===== src/rtl/uart_rx_byte.sv =====
// uart_rx_byte: UART receiver for the fpga_rx pad.
//
// This block turns 8N1 serial frames into bytes on a valid/ready interface. When the build
// defines UART_RX_PARITY_EN, it accepts 8E1 frames instead. It synchronises the asynchronous
// pin, checks the start bit at mid-bit, and samples every later bit at mid-bit. It flags
// framing errors, overrun and (optionally) parity errors with one-cycle pulses.
//
// Build option:
//   UART_RX_PARITY_EN  frame = start + 8 data + even parity + stop; a parity mismatch drops the
//                      byte and pulses parity_err. Undefined: 8N1 only, parity_err tied to 0.
//
// Ports:
//   clk         system clock
//   reset       synchronous, active-low reset
//   rx          asynchronous serial input, idle high
//   rx_data     received byte, stable while rx_valid=1
//   rx_valid    byte available, held until accepted
//   rx_ready    consumer accepts the byte when rx_valid & rx_ready
//   frame_err   one-cycle pulse: stop bit sampled low
//   overrun     one-cycle pulse: byte completed while the previous byte was still unaccepted
//   parity_err  one-cycle pulse: parity mismatch (always 0 without the parity option)
//   busy        receiver FSM is not idle
module uart_rx_byte #(
  parameter int unsigned CLKS_PER_BIT = 208,
  parameter int unsigned SYNC_STAGES  = 2
) (
  input  logic       clk,
  input  logic       reset,
  input  logic       rx,
  output logic [7:0] rx_data,
  output logic       rx_valid,
  input  logic       rx_ready,
  output logic       frame_err,
  output logic       overrun,
  output logic       parity_err,
  output logic       busy
);

  localparam int unsigned CntW = $clog2(CLKS_PER_BIT);
  localparam logic [CntW-1:0] LastCnt = CntW'(CLKS_PER_BIT - 1);
  localparam logic [CntW-1:0] HalfCnt = CntW'(CLKS_PER_BIT / 2 - 1);

  typedef enum logic [2:0] {
    StIdle,
    StStart,
    StData,
`ifdef UART_RX_PARITY_EN
    StParity,
`endif
    StStop,
    StBreak
  } state_e;

  state_e                 state_q, state_d;
  logic [SYNC_STAGES-1:0] sync_q, sync_d;
  logic [CntW-1:0]        cnt_q, cnt_d;
  logic [2:0]             bit_idx_q, bit_idx_d;
  logic [7:0]             shift_q, shift_d;
  logic [7:0]             rx_data_q, rx_data_d;
  logic                   rx_valid_q, rx_valid_d;
  logic                   frame_err_q, frame_err_d;
  logic                   overrun_q, overrun_d;
`ifdef UART_RX_PARITY_EN
  logic                   parity_bad_q, parity_bad_d;
  logic                   parity_err_q, parity_err_d;
`endif
  logic                   rxs;
  logic                   complete;

  // Synchroniser shifts towards the MSB; the last stage is the only one the FSM looks at.
  assign rxs    = sync_q[SYNC_STAGES-1];
  assign sync_d = {sync_q[SYNC_STAGES-2:0], rx};

  always_comb begin
    state_d     = state_q;
    cnt_d       = cnt_q + CntW'(1);
    bit_idx_d   = bit_idx_q;
    shift_d     = shift_q;
    rx_data_d   = rx_data_q;
    rx_valid_d  = rx_valid_q;
    frame_err_d = 1'b0;
    overrun_d   = 1'b0;
    complete    = 1'b0;
`ifdef UART_RX_PARITY_EN
    parity_bad_d = parity_bad_q;
    parity_err_d = 1'b0;
`endif

    unique case (state_q)
      StIdle: begin
        cnt_d = '0;
        if (!rxs) begin
          state_d = StStart;
        end
      end
      StStart: begin
        // A start bit that is high again at mid-bit was a glitch: drop it silently.
        if (cnt_q == HalfCnt) begin
          cnt_d     = '0;
          bit_idx_d = 3'd0;
          state_d   = rxs ? StIdle : StData;
        end
      end
      StData: begin
        if (cnt_q == LastCnt) begin
          cnt_d     = '0;
          shift_d   = {rxs, shift_q[7:1]};
          bit_idx_d = bit_idx_q + 3'd1;
          if (bit_idx_q == 3'd7) begin
`ifdef UART_RX_PARITY_EN
            state_d = StParity;
`else
            state_d = StStop;
`endif
          end
        end
      end
`ifdef UART_RX_PARITY_EN
      StParity: begin
        if (cnt_q == LastCnt) begin
          cnt_d        = '0;
          // Even parity: the parity bit equals the XOR of the data bits.
          parity_bad_d = rxs ^ (^shift_q);
          state_d      = StStop;
        end
      end
`endif
      StStop: begin
        if (cnt_q == LastCnt) begin
          cnt_d = '0;
          if (rxs) begin
            state_d = StIdle;
`ifdef UART_RX_PARITY_EN
            if (parity_bad_q) begin
              parity_err_d = 1'b1;
            end else begin
              complete = 1'b1;
            end
`else
            complete = 1'b1;
`endif
          end else begin
            frame_err_d = 1'b1;
            state_d     = StBreak;
          end
        end
      end
      StBreak: begin
        // Stay here while the line is held low so a break is not taken as a new start bit.
        cnt_d = '0;
        if (rxs) begin
          state_d = StIdle;
        end
      end
      default: begin
        state_d = StIdle;
        cnt_d   = '0;
      end
    endcase

    // A completed byte is taken only if the holding register is free or is being drained now.
    if (complete) begin
      if (!rx_valid_q || rx_ready) begin
        rx_data_d  = shift_q;
        rx_valid_d = 1'b1;
      end else begin
        overrun_d = 1'b1;
      end
    end else if (rx_valid_q && rx_ready) begin
      rx_valid_d = 1'b0;
    end
  end

  always_ff @(posedge clk) begin
    if (!reset) begin
      state_q     <= StIdle;
      sync_q      <= '1;
      cnt_q       <= '0;
      bit_idx_q   <= 3'd0;
      shift_q     <= 8'h00;
      rx_data_q   <= 8'h00;
      rx_valid_q  <= 1'b0;
      frame_err_q <= 1'b0;
      overrun_q   <= 1'b0;
`ifdef UART_RX_PARITY_EN
      parity_bad_q <= 1'b0;
      parity_err_q <= 1'b0;
`endif
    end else begin
      state_q     <= state_d;
      sync_q      <= sync_d;
      cnt_q       <= cnt_d;
      bit_idx_q   <= bit_idx_d;
      shift_q     <= shift_d;
      rx_data_q   <= rx_data_d;
      rx_valid_q  <= rx_valid_d;
      frame_err_q <= frame_err_d;
      overrun_q   <= overrun_d;
`ifdef UART_RX_PARITY_EN
      parity_bad_q <= parity_bad_d;
      parity_err_q <= parity_err_d;
`endif
    end
  end

  assign rx_data   = rx_data_q;
  assign rx_valid  = rx_valid_q;
  assign frame_err = frame_err_q;
  assign overrun   = overrun_q;
  assign busy      = (state_q != StIdle);
`ifdef UART_RX_PARITY_EN
  assign parity_err = parity_err_q;
`else
  assign parity_err = 1'b0;
`endif

endmodule

===== config.mk =====
export PLATFORM = sky130hd
export DESIGN_NAME = uart_rx_byte
export DESIGN_NICKNAME = d
export VERILOG_FILES = /design/src/rtl/uart_rx_byte.sv
export SDC_FILE = /design/constraint.sdc
export NUM_CORES = 1
export LEC_CHECK = 0
export ABC_AREA = 0
export CORE_MARGIN = 3
export CORE_UTILIZATION = 30
export DETAILED_ROUTE_END_ITERATION = 8
export SLEW_MARGIN = 30
export SYNTH_ARGS = -nofsm -noshare
export SYNTH_HDL_FRONTEND = slang
export SYNTH_SLANG_ARGS = --single-unit

===== constraint.sdc =====
create_clock -name clk -period 3.46 [get_ports clk]
set_clock_uncertainty 0.2 [all_clocks]
set_input_delay 0.692 -clock clk [delete_from_list [all_inputs] [get_ports clk]]
set_output_delay 0.692 -clock clk [all_outputs]
set_load 0.02 [all_outputs]

After elaboration in Yosys (flattened, before gate mapping)
Index checks and enable logic that the tools add are counted.
{"block": "word_totals", "reg_bits": 35, "out_inout_bits": 13, "word_cells": 63}
{"block": "classes", "n_addsub": 2, "n_eq_ne": 14, "muxes": 23, "n_reduce_logical": 15}
{"operator": "$mux 3", "count": 9}
{"operator": "$mux 8", "count": 2}
{"operator": "$pmux 8 s2", "count": 1}
{"operator": "$pmux 3 s5", "count": 1}
{"operator": "$ne 2x2->1 const B", "count": 6}
{"operator": "$add 8x1->8 const B", "count": 1}
{"operator": "$eq 8x7->1 const B", "count": 1}
{"operator": "$eq 8x8->1 const B", "count": 1}
{"operator": "$mux 1", "count": 8}
{"operator": "$reduce_and 2->1", "count": 4}
{"operator": "$eq 3x2->1 const B", "count": 2}
{"operator": "$eq 3x3->1 const B", "count": 2}
{"operator": "$pmux 3 s2", "count": 1}
{"operator": "$reduce_and 3->1", "count": 2}
{"operator": "$reduce_and 6->1", "count": 1}
{"operator": "$reduce_bool 2->1", "count": 2}
{"operator": "$add 3x1->3 const B", "count": 1}
{"operator": "$eq 3x1->1 const B", "count": 1}
{"operator": "$logic_not 3->1", "count": 1}
{"operator": "$reduce_bool 3->1", "count": 1}
{"operator": "$mux 2", "count": 1}
{"operator": "$ne 2x1->1 const B", "count": 1}
{"operator": "$reduce_or 2->1", "count": 1}
{"operator": "$logic_and 1x1->1", "count": 1}
{"operator": "2 further kinds", "count": 2}

Depth between registers and ports, before layout
{"block": "depth", "depth_word": 5, "mapped_depth": 8, "ltp_nobuf": 6}

Worst setup path after synthesis
Ideal clock, no wire load.
{"block": "synth_path", "path_type": "register to register", "startpoint": "reg cnt_q[0]", "endpoint": "reg rx_data_q[0] (netlist: rx_data[0])", "setup_time_ns": 0.128, "arrival_time_ns": 1.708, "path_slack_ns": 1.425, "stages_incl_launch_ff": 9, "n_path_buf": 2, "synth_period_minus_slack_ns": 2.035, "cell_sequence": "dfxtp_1 ha_1 and3_1 clkbuf_8 nand2_4 or4b_1 buf_2 mux2i_1 nor2_1"}
{"block": "synth_via", "elab_chain_cells": 4}
{"element": "start, declared", "line": "56", "text": "logic [CntW-1:0] cnt_q, cnt_d;"}
{"element": "start signal, assigned", "line": "192", "text": "cnt_q <= cnt_d;"}
{"element": "$eq 8x8->1", "line": "129", "text": "if (cnt_q == LastCnt) begin"}
{"element": "$mux 1", "line": "129"}
{"element": "$mux 1", "line": "89", "text": "unique case (state_q)"}
{"element": "$reduce_and 2->1 (no line)"}
{"element": "end signal, assigned", "line": "195", "text": "rx_data_q <= rx_data_d;"}
{"element": "end, declared", "line": "59", "text": "logic [7:0] rx_data_q, rx_data_d;"}
Every way passes these cells.
A chain may end at the register's enable or synchronous reset.

Final worst setup path
{"block": "layout_path", "startpoint": "reg state_q[2]", "endpoint": "out busy"}
{"block": "layout_via", "elab_chain_cells": 1}
{"element": "start, declared", "line": "54", "text": "state_e state_q, state_d;"}
{"element": "start signal, assigned", "line": "176", "text": "state_q <= StIdle;"}
{"element": "start signal, assigned", "line": "190", "text": "state_q <= state_d;"}
{"element": "$reduce_bool 3->1", "line": "210", "text": "assign busy = (state_q != StIdle);"}
{"element": "end, declared", "line": "36", "text": "output logic busy"}
Every way passes these cells.

==> reports/results.ini <==
[status]
status=completed

[logic_synthesis]
synth_top_cell_by_area=dfxtp_1
yosysTopAreaCellShare=0.474
synth-seq-cells=35
synth_edf_count=0
yosysWarningCount=0
async_flop_share=0
synth_seq_area_share=0.474
synthFlopType=dfxtp_1
synth_area_leaders=dfxtp_1, a21oi_1, nand2_1
synth_cell_types=40
synth.avg_cell_area_um2=9.24
syn_inst=160
syn-num-nets=167
syn_area_um2=1480

[drt]
drtPass1Iterations=5
routed_wl_um=2590
drt_iter0_markers=54
route.vias.total=1084
wl_per_cell_um=10.8
ant_nets=0
drt-vias-per-instance=4.52
drcViolationCount=0

[sta]
finalMaxSlewViolations=0
hold_violations=0
period_needed_ns=2.62
rsz0062_at_grt=no
fin_crit_sh=0.758
setup_viol=0
maxSlewHeadroom=0.649
hold_ws_ns=0.212
finalSetupTns_ns=0
tightest_slew_ns=0.522
fmax_mhz=381

[setup_path]
cp_cell_sequence=or3_2 -> clkdlybuf4s50_1
critPathLaunchType=flip-flop
r2r_start=cnt_q[0]
end_kind=output pin
critPathLaunch=state_q[2]
crit_fanout=10
path_buf_inv=1
cp_slowest_cell=clkdlybuf4s50_1
arrival_ns=1.73
slowest_delay_ns=0.55
worstSetupPathType=reg -> out
cp.required_ns=2.57
path_delay_family=buffers and inverters

[clocking]
post_cts_resize_count=0
cts_setup_buffers=0
cts_made_buffers=5
htreeDepth=2
clk_path_buf_depth=2
clock_latency_ns=0.28
cts-root-buf=clkbuf_8
clock-sinks=35
cts_tree=yes
cts_hold_buf=0
clkSlewWorstSetupHoldPaths_ns=0.07

[global_routing]
antenna_found_initial=0
gr-usage-all-layers=0.0989
grt_max_degree=25
grt_pass1_wl_um=4510
grt_pass1_vias=959
grt-ovfl-total=0

[final_layout]
stdcell_count=240
n_fill_cell=469
nets=181
area_growth_pct=18.4
antennaDiodeCount=0
layout-drive-gt1-share=0.131
final_util=0.383
final_cell_mix=dfxtp_1, nand2_1, a21oi_1, nor2_1, clkdlybuf4s50_1
final_common_cell=dfxtp_1

[power]
swShare=0.222
internal-power_mw=0.610
combPwrFrac=0.062
p_clk_frac=0.411
power_mw=0.784
pwr_density_cell_nw_per_um2=448
p_leak_nw=0.707
switchingPower_mw=0.174
irDropWorstVdd_mv=0.133
sequentialPowerShare=0.527

[die]
initial_core_util=0.324
die_y_um=76.2
design.die.area_um2=5800
dieWidth_um=76.2
rows=24
pin_count=17
core-area_um2=4560

[min_path]
hold_class=reg -> reg
min-delay-start=sync_q[0]

[place]
place_hpwl_um=1740
port_buffers=15
routabilityCongestion=0.726
place_inst=232

[run]
drv_cap=0

## worst paths after layout
check,end,slack [ns],depth (start not counted)
worst max-delay path,busy,0.84,2
worst min-delay path,sync_q[1],0.21,1
worst max register to register,rx_data[5],1.14,6
worst min register to register,sync_q[1],0.21,1
## metrics by stage
| stage | cell area (um2) | setup slack (ns) |
|---|---|---|
| 2_1_floorplan | 1480 | 1.42 |
| 3_3_place_gp | 1650 | 0.886 |
| 3_5_place_dp | 1650 | 0.861 |
| 4_1_cts | 1750 | 0.820 |
| 5_1_grt | 1750 | 0.788 |
| 6_report | 1750 | 0.837 |
## area by class of cell
type                            instances  area, um2  area share
Inverter                                4       15.0     0.00858
Tap cell                               65       81.3      0.0465
Sequential cell                        35        701       0.401
Timing Repair Buffer                   16        158      0.0901
Multi-Input combinational cell        112        694       0.397
Clock buffer                            8        100      0.0572
## logic make-up (layout without fill, tap and decap cells)
kind of cell,Yosys count,after routing,synth area share
simple gates,72,72,0.259
flops,35,35,0.474
compound gates,22,22,0.0931
buf+inv,13,28,0.0559
mux,8,8,0.0542
xor+xnor,6,6,0.0356
fa+ha+maj,3,3,0.0254
other cells,1,1,0.00254
## flip-flops by register name, summed over array words and instances (netlist names)
name       flops
rx_data        8
shift_q        8
sync_q         2
bit_idx_q      3
frame_err      1
rx_valid       1
state_q        3
cnt_q          8
overrun        1
## Yosys cell counts, drive strengths merged (3+ instances only)
cell type  number
clkbuf          5
nand2          23
ha              3
mux2i           8
nand2b          3
xnor2           4
dfxtp          35
a21oi          17
inv             4
and3            4
nand3           4
buf             4
nor2           22
nand4           3
## per-layer routing
metal / wire (um) / up-vias / global-route usage
met3: 157 / 4 / 0.0366
li1: - / 570 / -
met5: 0 / - / 0
met2: 1080 / 34 / 0.137
met4: 52 / 0 / 0.0652
met1: 1310 / 476 / 0.128
## power groups by stage
stage	registers, mW	logic, mW	clock network (mW)
2_1_floorplan	0.419	0.0402	0
3_3_place_gp	0.423	0.0494	0
3_5_place_dp	0.423	0.0492	0
4_1_cts	0.413	0.0494	0.333
5_1_grt	0.414	0.0537	0.352
6_report	0.413	0.0489	0.322
(Power assumes the default switching activity.)
